`config.mk`:
```
export PLATFORM = sky130hd
export DESIGN_NAME = regfile_wb_arbiter
export DESIGN_NICKNAME = d
export VERILOG_FILES = /design/src/rtl/regfile_pkg.sv /design/src/rtl/regfile_wb_fifo.sv /design/src/rtl/regfile_wb_arbiter.sv
export SDC_FILE = /design/constraint.sdc
export NUM_CORES = 1
export LEC_CHECK = 0
export BUFFER_PORTS_ARGS = -buffer_cell sky130_fd_sc_hd__buf_2
export CAP_MARGIN = 20
export CORE_MARGIN = 4
export CORE_UTILIZATION = 45
export CTS_BUF_LIST = sky130_fd_sc_hd__clkbuf_4 sky130_fd_sc_hd__clkbuf_8
export DETAILED_ROUTE_END_ITERATION = 10
export GPL_TIMING_DRIVEN = 1
export PLACE_DENSITY = 0.71
export SLEW_MARGIN = 0
export SYNTH_ARGS = -nofsm -noshare
export SYNTH_HDL_FRONTEND = slang
export SYNTH_SLANG_ARGS = --single-unit
```
`constraint.sdc`:
```
create_clock -name clk -period 8.38 [get_ports clk]
set_input_delay 1.676 -clock clk [delete_from_list [all_inputs] [get_ports clk]]
set_output_delay 1.676 -clock clk [all_outputs]
set_load 0.05 [all_outputs]
```
`src/rtl/regfile_pkg.sv`:
```
// ---------------------------------------------------------------------------
// regfile_pkg : shared widths and the writeback request type
// Rev 1.0
// ---------------------------------------------------------------------------
`default_nettype none

package regfile_pkg;
  localparam int XLEN  = 32;
  localparam int REGW  = 5;
  localparam int NREGS = 32;

  typedef struct packed {
    logic [REGW-1:0] rd;
    logic [XLEN-1:0] data;
  } wb_req_t;
endpackage

`default_nettype wire

```
`src/rtl/regfile_wb_fifo.sv`:
```
// ---------------------------------------------------------------------------
// wb_fifo : synchronous buffer for secondary writeback results
// Rev 1.0
// ---------------------------------------------------------------------------
`default_nettype none

module wb_fifo
  import regfile_pkg::*;
#(
  parameter int DEPTH = 2
) (
  input  logic    clk,
  input  logic    rst_n,
  input  logic    push,
  input  wb_req_t push_data,
  input  logic    pop,
  output wb_req_t head,
  output logic    full,
  output logic    empty
);
  localparam int AW = $clog2(DEPTH);

  wb_req_t       r_mem [DEPTH];
  logic [AW-1:0] r_wptr;
  logic [AW-1:0] r_rptr;
  logic [AW:0]   r_count;
  logic          r_full;
  logic          r_empty;

  logic          w_push;
  logic          w_pop;
  logic [AW:0]   w_count_nxt;

  assign w_push      = push && !r_full;
  assign w_pop       = pop && !r_empty;
  assign w_count_nxt = r_count + (AW+1)'(w_push) - (AW+1)'(w_pop);

  // DEPTH is a power of two, so plain pointer overflow is the wrap
  always_ff @(posedge clk) begin
    if (!rst_n) begin
      r_wptr  <= '0;
      r_rptr  <= '0;
      r_count <= '0;
      r_full  <= 1'b0;
      r_empty <= 1'b1;
    end else begin
      if (w_push) r_wptr <= r_wptr + AW'(1);
      if (w_pop)  r_rptr <= r_rptr + AW'(1);
      r_count <= w_count_nxt;
      r_full  <= (w_count_nxt == (AW+1)'(DEPTH));
      r_empty <= (w_count_nxt == '0);
    end
  end

  always_ff @(posedge clk) begin
    if (w_push) r_mem[r_wptr] <= push_data;
  end

  assign head  = r_mem[r_rptr];
  assign full  = r_full;
  assign empty = r_empty;
endmodule

`default_nettype wire

```
`src/rtl/regfile_wb_arbiter.sv`:
```
// ---------------------------------------------------------------------------
// regfile_wb_arbiter : primary/secondary register-file write arbitration
// with starvation forcing and an outstanding-result scoreboard. Rev 1.0
// ---------------------------------------------------------------------------
`default_nettype none

module regfile_wb_arbiter
  import regfile_pkg::*;
#(
  parameter int DEPTH      = 2,
  parameter int STARVE_MAX = 4
) (
  input  logic             clk,
  input  logic             rst_n,
  input  logic             p_valid,
  input  logic [REGW-1:0]  p_rd,
  input  logic [XLEN-1:0]  p_data,
  output logic             p_ready,
  input  logic             s_valid,
  input  logic [REGW-1:0]  s_rd,
  input  logic [XLEN-1:0]  s_data,
  output logic             s_ready,
  input  logic             issue_valid,
  input  logic [REGW-1:0]  issue_rd,
  input  logic [REGW-1:0]  chk_rs1,
  input  logic [REGW-1:0]  chk_rs2,
  input  logic [REGW-1:0]  chk_rd,
  output logic             hazard,
  output logic             rf_we,
  output logic [REGW-1:0]  rf_waddr,
  output logic [XLEN-1:0]  rf_wdata,
  output logic [NREGS-1:0] pending
);
  localparam int CW = $clog2(STARVE_MAX + 1);
  localparam logic [CW-1:0] C_STARVE_MAX = CW'(STARVE_MAX);

  wb_req_t          w_head;
  wb_req_t          w_push_req;
  logic             w_full;
  logic             w_empty;
  logic             w_force;
  logic             w_p_win;
  logic             w_head_grant;
  logic [NREGS-1:0] w_pending_nxt;
  logic [CW-1:0]    r_starve;
  logic [NREGS-1:0] r_pending;

  assign w_push_req = '{rd: s_rd, data: s_data};

  wb_fifo #(.DEPTH(DEPTH)) u_fifo (
    .clk       (clk),
    .rst_n     (rst_n),
    .push      (s_valid),
    .push_data (w_push_req),
    .pop       (w_head_grant),
    .head      (w_head),
    .full      (w_full),
    .empty     (w_empty)
  );

  assign w_force      = rst_n && !w_empty && (r_starve == C_STARVE_MAX);
  assign w_p_win      = rst_n && p_valid && (p_rd != '0) && !w_force;
  assign w_head_grant = rst_n && !w_empty && (w_force || !(p_valid && (p_rd != '0)));

  assign p_ready = rst_n && !w_force;
  assign s_ready = rst_n && !w_full;

  // x0 requests are consumed silently, so only nonzero targets raise rf_we
  always_comb begin
    rf_we    = 1'b0;
    rf_waddr = '0;
    rf_wdata = '0;
    if (w_p_win) begin
      rf_we    = 1'b1;
      rf_waddr = p_rd;
      rf_wdata = p_data;
    end else if (w_head_grant && (w_head.rd != '0)) begin
      rf_we    = 1'b1;
      rf_waddr = w_head.rd;
      rf_wdata = w_head.data;
    end
  end

  always_ff @(posedge clk) begin
    if (!rst_n || w_empty || w_head_grant) begin
      r_starve <= '0;
    end else if (r_starve != C_STARVE_MAX) begin
      r_starve <= r_starve + CW'(1);
    end
  end

  // Set is applied after clear so a same-cycle reissue keeps the bit
  always_comb begin
    w_pending_nxt = r_pending;
    if (w_head_grant && (w_head.rd != '0)) w_pending_nxt[w_head.rd] = 1'b0;
    if (issue_valid && (issue_rd != '0))   w_pending_nxt[issue_rd]  = 1'b1;
    w_pending_nxt[0] = 1'b0;
  end

  always_ff @(posedge clk) begin
    if (!rst_n) r_pending <= '0;
    else        r_pending <= w_pending_nxt;
  end

  assign pending = r_pending;
  assign hazard  = r_pending[chk_rs1] | r_pending[chk_rs2] | r_pending[chk_rd];
endmodule

`default_nettype wire

```
* After elaboration in Yosys (flattened, before gate mapping)
Memories as Yosys holds them, arrays and structs flattened. A register that Yosys moved wholly into a read port is not among the register bits. Cells that the tools add are included.
Word-level totals: register bits 41, memory bits (writable) 74, input port bits 99, output and inout port bits 73, logic and storage cells 78, memories 1
Cells by class: add/sub/neg operators 5, order comparisons 7, equality and inequality tests 3, mux-type cells 22, bitwise logic cells 5, reductions and logical operators 27
Memory list:
- u_fifo.r_mem | words 2, width 37, read ports 1, clocked after Yosys merged registers in 1, wr ports 1, line regfile_wb_fifo.sv:23 | wb_req_t r_mem [DEPTH];
Operator list (count):
- 32-bit two-way mux | 4
- 32-bit AND | 1
- 32-bit NOT | 1
- 32-bit bitwise OR | 1
- 5-bit by 6-bit < comparator with 1-bit output, second input constant | 5
- 1-bit binary-select mux with 5-bit select | 3
- 1-bit logical AND | 15
- 5-bit nonzero test | 3
- 1-bit two-way mux | 11
- 1-bit demux with 5-bit select | 2
- 5-bit by 1-bit greater-or-equal comparator with 1-bit output, second input constant | 2
- 5-bit two-way mux | 2
- 1-bit zero test | 5
- 3-bit by 1-bit adder with 3-bit output, second input constant | 1
- 3-bit == test, second input constant | 1
- 1-bit logical OR | 3
- 3-bit != test, second input constant | 1
- 1-bit adder, second input constant | 2
- 2-bit by 1-bit adder with 2-bit output | 1
- 2-bit == test, second input constant | 1
- 2-bit zero test | 1
- 1-bit bitwise OR | 2
- 2-bit by 1-bit subtractor with 2-bit output | 1

* Logic depth before layout (Yosys ltp)
Gate-level depths: netlist of the first run.
depth in word-level cells 9, mapped depth 12, gate-level depth less buffers 12

* By module
From an unflattened synthesis of the first run, not the netlist that was laid out.
Unflattened totals: cells, all modules 467, area, all modules 6040.8 µm²
By module, submodules not included:
- wb_fifo | instances 1, cells each 147, area an instance 3156.8 µm², seq. area each 2362.3 µm²
- regfile_wb_arbiter | instances 1, cells each 320, area an instance 2884.0 µm², seq. area each 680.7 µm²

* Worst setup path before layout of the first run
No wires, ideal clock.
path kind in2out, start input p_rd[3], end output rf_waddr[0], arrival 3.888 ns, required time 6.704 ns, setup slack 2.816 ns, stages on the path 5, buffers on the path 1, cells stage by stage or4_4 > o21ai_2 > nor2_1 > buf_2 > o31ai_1
Between the ends: cells in the longest elaborated chain, start to end 8, elaborated cells on any way between the ends 10, those cells by class mux: 2; reduce/logical: 8
RTL lines:
- start: declaration | line regfile_wb_arbiter.sv:16 | input logic [REGW-1:0] p_rd,
- 5-bit nonzero test * | line regfile_wb_arbiter.sv:62, regfile_wb_arbiter.sv:63
- 1-bit logical AND | line regfile_wb_arbiter.sv:63 | assign w_head_grant = rst_n && !w_empty && (w_force || !(p_valid && (p_rd != '0)));
- 1-bit zero test | line regfile_wb_arbiter.sv:63
- 1-bit logical OR | line regfile_wb_arbiter.sv:63
- 1-bit logical AND | line regfile_wb_arbiter.sv:63
- 1-bit logical AND | line regfile_wb_arbiter.sv:77 | end else if (w_head_grant && (w_head.rd != '0)) begin
- 5-bit two-way mux | line regfile_wb_arbiter.sv:77
- 5-bit two-way mux * | line regfile_wb_arbiter.sv:73 | if (w_p_win) begin
- end: declaration | line regfile_wb_arbiter.sv:30 | output logic [REGW-1:0] rf_waddr,
Mark *: on every way between the ends. The rest lies on a longest branch, timed or not.

* Worst setup path after layout of the first run
start input rst_n, end output rf_wdata[15]
Between the ends: cells in the longest elaborated chain, start to end 7, elaborated cells on any way between the ends 11, those cells by class mux: 2; reduce/logical: 9
RTL lines:
- start: declaration | line regfile_wb_arbiter.sv:14 | input logic rst_n,
- 1-bit logical AND | line regfile_wb_arbiter.sv:61, regfile_wb_arbiter.sv:63
- 1-bit logical AND | line regfile_wb_arbiter.sv:61 | assign w_force = rst_n && !w_empty && (r_starve == C_STARVE_MAX);
- 1-bit logical OR | line regfile_wb_arbiter.sv:63
- 1-bit logical AND | line regfile_wb_arbiter.sv:63
- 1-bit logical AND | line regfile_wb_arbiter.sv:77
- 32-bit two-way mux | line regfile_wb_arbiter.sv:77
- 32-bit two-way mux * | line regfile_wb_arbiter.sv:73
- end: declaration | line regfile_wb_arbiter.sv:31 | output logic [XLEN-1:0] rf_wdata,
Marked as above.

==> out/results.txt, run 1 <==
largest net degree at the start of global routing = 40
DRT Pass-1 Iters = 8
synth warn = 0
Worst Hold Depth = 1
Post-DP Area = 0.006766 mm²
CP Cell Sequence = buf_2, inv_1, nor2_1, nand2_4, clkinv_2, o21ai_4, buf_4, o21ai_0, buf_2
register area = 0.003044 mm²
initial antenna violation count = 3
most frequent cells in the layout = 170 x buf_2, 79 x nand2_1, 74 x edfxtp_1
Clock Latency Late Sink = 0.41 ns
nets@finish = 772
pre-CTS setup slack = 2.858 ns
Mean Syn Cell Area = 11.53 µm²
WL final = 14860 µm
Tmin final = 5.574 ns
routability cong. = 0.9082
Finished Cell Area = 0.007156 mm²
Worst path slowest cell = nor2_1
Fillers = 1126
gr ovfl total = 0
Post-CTS Setup Inserts = 0
max_cap viols = 0
commonest non-fill, non-tap cell in the layout = buf_2
Main synth FF type = edfxtp_1
Clock Root Buffer = clkbuf_8
H-tree levels = 4
Syn Nets = 606
port bufs = 170
CP Class = in2out
reg2reg path depth = 6
Sink Count = 115
Rows = 41
Post-DP HPWL = 11100 µm
Clock transition at path regs = 0.07 ns
setup_tns = 0 ns
I/O pin count = 172
Most Frequent Cell on Critical Path = buf_2
final std cells w/o fill = 854
final hold slack = 0.4909 ns
layout cells sized above 1 = 39.74%
Mapped Area = 0.005801 mm²
Post-CTS Hold Buffers = 0
Startpoint Class = input port
Final ANT Viol Nets = 0
Post-synth EDFFs = 74
PostCTS Resize Cnt = 0
clk_skew = 0.008164 ns
Area Overhead vs Synth = 23.36%
CP endpoint kind = output pin
Yosys reg bits = 115
Final Hold Vio Count = 0
CP bufs+invs = 5
Critical Path RT = 6.70 ns
vias = 4705
Initial Util = 45.96%
Via density = 5.509
Hold Path Class = reg2reg
CP arrival = 3.90 ns
die width = 121.5 µm
Synth cell types = 49
Worst IR Drop VDD = 0.1382 mV
first-pass GRT wire length = 23580 µm
Yosys top cell area share = 38.31%
RSZ-0062 raised after global routing = no
PnR worst setup slack = 2.806 ns
core area = 0.01262 mm²
residual DRC count = 0
CP peak stage delay = 0.46 ns
CTS tree = done
CTS Buf Count = 17
CP top delay family = buffers and inverters
synth top area cells = edfxtp_1 38%, dfxtp_1 14%, mux2i_1 7.9%
Cells after Synth = 503
Async S/R FF share, synth = 0%
sequential share of the synthesized area = 52.46%
critical path peak fanout = 33
final setup vio count = 0
post-layout power = 1.543 mW
Final Util = 56.70%
die height = 121.5 µm
fin crit share = 66.52%
multi-input logic area = 0.002595 mm²
Iter 0 DRT Violations = 320
Crit path depth = 9
Longest Clk Path Bufs = 2
n_diodes = 0
max-slew violations = 0
Worst Max-Slew Pin Slew = 0.9263 ns
WL/cell = 17.40 µm
Slew headroom = 38.25%
Synth area leader = edfxtp_1
die area = 0.01477 mm²
Total GRT Usage = 20.44%
Pwr Density = 215.7 mW/mm²
Leak = 2.769 nW
vias in the first global route = 4791
fmax = 0.1794 GHz
Inst Count DP = 821
status = finished clean
layer usage:
layer / wire length [µm] / vias up / track usage [%]
li1: - / 2208 / -
met3: 1136 / 31 / 6.035
met5: 34 / - / 0
met1: 5874 / 2258 / 24.42
met2: 7484 / 202 / 34.75
met4: 327 / 6 / 8.123
synth_stat cells (11+ instances only):
| master | instances |
|---|---|
| a21oi_1 | 12 |
| o21ai_0 | 33 |
| a21boi_0 | 19 |
| nand3_1 | 11 |
| edfxtp_1 | 74 |
| nor2_1 | 24 |
| nand2_1 | 79 |
| mux4_2 | 17 |
| o21ai_2 | 30 |
| nor2b_1 | 11 |
| dfxtp_1 | 41 |
| mux2i_1 | 46 |
| clkbuf_1 | 14 |
kinds of logic (layout without fill, tap and decap cells):
logic type	Yosys count	after routing	synth area share (%)
compound gates	117	117	14.52
xor+xnor	3	3	0.4531
fa+ha+maj	4	4	0.8628
buf+inv	37	216	2.998
flops	115	115	52.46
mux	72	72	16.29
other cells	1	1	0.06465
simple gates	154	154	12.36
power breakdown:
part / switching (mW) / internal, mW
sequential: 0.0204 / 0.673
clock: 0.235 / 0.235
combinational: 0.264 / 0.115
sequential cells by signal (all words and copies together) (netlist names), named ones only:
signal,cells
u_fifo.empty,1
r_starve,3
u_fifo.r_count,2
u_fifo.r_rptr,1
u_fifo.full,1
pending,31
u_fifo.r_mem,74
u_fifo.r_wptr,1
path summary, 6_finish.rpt:
path                             startpoint      endpoint  slack (ns)
worst min-delay path            r_starve[0]   r_starve[0]        0.49
worst min register to register  r_starve[0]   r_starve[0]        0.49
worst max-delay path                  rst_n  rf_wdata[15]        2.81
worst max register to register    flip-flop   pending[29]        5.90
layout make-up:
type / instances / share of cell area, %
Clock buffer: 17 / 3.270
Clock inverter: 15 / 1.888
Inverter: 10 / 0.5421
Multi-Input combinational cell: 351 / 36.27
Sequential cell: 115 / 42.54
Tap cell: 172 / 3.008
Timing Repair Buffer: 174 / 12.48
Power figures use the tool's default switching activity.
==> inputs of run 2 (changes only) <==
--- a/config.mk
+++ b/config.mk
@@ -5,6 +5,7 @@
 export SDC_FILE = /design/constraint.sdc
 export NUM_CORES = 1
 export LEC_CHECK = 0
+export ABC_AREA = 1
 export BUFFER_PORTS_ARGS = -buffer_cell sky130_fd_sc_hd__buf_2
 export CAP_MARGIN = 20
 export CORE_MARGIN = 4
==> constraint.sdc (replaced) <==
create_clock -name clk -period 5.8 [get_ports clk]
set_input_delay 1.16 -clock clk [delete_from_list [all_inputs] [get_ports clk]]
set_output_delay 1.16 -clock clk [all_outputs]
set_load 0.05 [all_outputs]
==> out/results.txt, run 2 <==
Async S/R FF share, synth = 0%
Mean Syn Cell Area = 8.280 µm²
Worst Hold Depth = 1
layout cells sized above 1 = 27.47%
Startpoint Class = flip-flop
I/O pin count = 172
Post-DP HPWL = 11750 µm
count leader, synth = nand2_1
hold wc startpoint = r_starve[0]
DRT Pass-1 Iters = 5
nets@finish = 1000
Final Util = 56.27%
Min-Delay Endpoint = r_starve[0]
Post-CTS Setup Inserts = 0
Critical Path RT = 4.64 ns
Longest Clk Path Bufs = 2
Synth area leader = edfxtp_1
RSZ-0062 raised after global routing = no
Slew headroom = 53.05%
commonest non-fill, non-tap cell in the layout = nand2_1
Post-synth EDFFs = 74
Yosys reg bits = 115
Clock Root Buffer = clkbuf_8
vias in the first global route = 4878
Main synth FF type = edfxtp_1
die area = 0.01541 mm²
initial antenna violation count = 1
max_cap viols = 0
Yosys top cell area share = 36.61%
Final Hold Vio Count = 0
PostCTS Resize Cnt = 0
largest net degree at the start of global routing = 39
most frequent cells in the layout = 248 x nand2_1, 170 x buf_2, 92 x nand3_1
residual DRC count = 0
Worst Max-Slew Pin Slew = 0.7016 ns
critical path peak fanout = 37
fmax = 0.2292 GHz
Total GRT Usage = 20.42%
R2R Setup Slk = 3.45 ns
end of the worst register-to-register path = pending[2]
die height = 124.1 µm
Syn Nets = 836
final setup vio count = 0
Worst IR Drop VDD = 0.1932 mV
Cells after Synth = 733
Mapped Area = 0.006070 mm²
Clock Latency Late Sink = 0.43 ns
Rows = 42
most frequent cells after synthesis = 248 x nand2_1, 92 x nand3_1, 74 x edfxtp_1, 70 x inv_1
core area = 0.01324 mm²
Sink Count = 115
Tmin final = 4.363 ns
Fillers = 1260
CP arrival = 3.20 ns
max reg flops = 74
synth warn = 0
Iter 0 DRT Violations = 585
die width = 124.1 µm
Via density = 5.017
Clock transition at path regs = 0.07 ns
Synth cell types = 33
CTS Buf Count = 17
setup_tns = 0 ns
Area Overhead vs Synth = 22.78%
port bufs = 170
Final ANT Viol Nets = 0
H-tree levels = 4
Top reg by flops = u_fifo.r_mem
Initial Util = 45.83%
max-slew violations = 0
status = finished clean
WL/cell = 14.59 µm
synth top area cells = edfxtp_1 37%, nand2_1 15%, dfxtp_1 14%
Pwr Density = 313.1 mW/mm²
vias = 5453
CP Class = reg2out
Hold Path Class = reg2reg
Post-CTS Hold Buffers = 0
routability cong. = 0.9197
fin crit share = 75.22%
clk_skew = 0.01146 ns
gr ovfl total = 0
first-pass GRT wire length = 23900 µm
Leak = 3.224 nW
WL final = 15860 µm
reg2reg path depth = 10
CTS tree = done
sequential share of the synthesized area = 50.13%
CP endpoint kind = output pin
[run 2: cell types whose count changed in the layout (fill, tap and decap cells not counted), sizes merged, moves of 19 or more]
cell    previous run  this run
nand3             11        92
o21ai             64        43
a21oi             12        33
nand2             80       252
inv               11        75
nor2              24        43
a21boi            19         0
[run 2: area by class of cell]
| cell class | count | area (µm²) | share of cell area (%) |
|---|---|---|---|
| Clock inverter | 13 | 161.4 | 2.166 |
| Timing Repair Buffer | 173 | 905.9 | 12.16 |
| Antenna cell | 1 | 2.502 | 0.03358 |
| Sequential cell | 115 | 3044 | 40.85 |
| Tap cell | 176 | 220.2 | 2.955 |
| Inverter | 75 | 281.5 | 3.778 |
| Clock buffer | 19 | 249.0 | 3.341 |
| Multi-Input combinational cell | 515 | 2587 | 34.72 |
[run 2: worst max path at each step]
stage	start	to	cells after the start
final	flip-flop	rf_wdata[10]	9
after global routing	flip-flop	rf_wdata[10]	9
after floorplan	p_rd[1]	rf_wdata[10]	7
after global placement	rst_n	rf_wdata[11]	8
after detailed placement	rst_n	rf_wdata[10]	8
after CTS	flip-flop	rf_wdata[10]	9
[run 2: report_power, final]
group          switching, mW  total, mW  internal, mW
clock network          0.326      0.758         0.433
registers             0.0370       1.01         0.972
logic                  0.402      0.565         0.164
total                  0.764       2.33          1.57
[run 2: per-stage QoR]
stage	hold WS [ns]	std cells	total power, mW	setup slack [ns]	area (µm²)
final	0.4563	1087	2.333	1.437	7452
after global routing	0.4780	1087	2.444	1.130	7452
after CTS	0.4644	1084	2.340	1.337	7402
after detailed placement	0.4492	1052	1.583	1.526	6992
after global placement	0.4335	1052	1.575	1.612	6992
after floorplan	0.4173	733	1.447	1.700	6070
[run 2: cells by family (layout without fill, tap and decap cells)]
family	after synthesis	after routing	synth area share [%]
AND/OR/NAND/NOR	394	394	26.96
flip-flops	115	115	50.13
buffers and inverters	103	280	7.483
AO/OA/AOI/OAI	80	80	8.679
multiplexers	32	32	5.277
adder cells (fa/ha/maj)	4	4	0.8246
XOR/XNOR	4	4	0.5773
other	1	2	0.06178
[run 2: worst max-delay path: stages (launching register included)]
cell and delay (ns):
dfxtp_2 0.71, buf_4 0.45, nand2_1 0.11, o21ai_1 0.23, nand2_1 0.14, nor2_2 0.14
nand2_2 0.10, nand2_4 0.44, o21ai_0 0.17, buf_2 0.24
[run 2: metal layers]
metal | track usage (%) | share of wire, % | vias to the layer above
met4 | 7.461 | 1.5 | 0
met1 | 25.87 | 42 | 2478
met3 | 5.450 | 7.4 | 28
met2 | 33.65 | 49 | 200
met5 | 0 | 0 | -
li1 | - | - | 2747
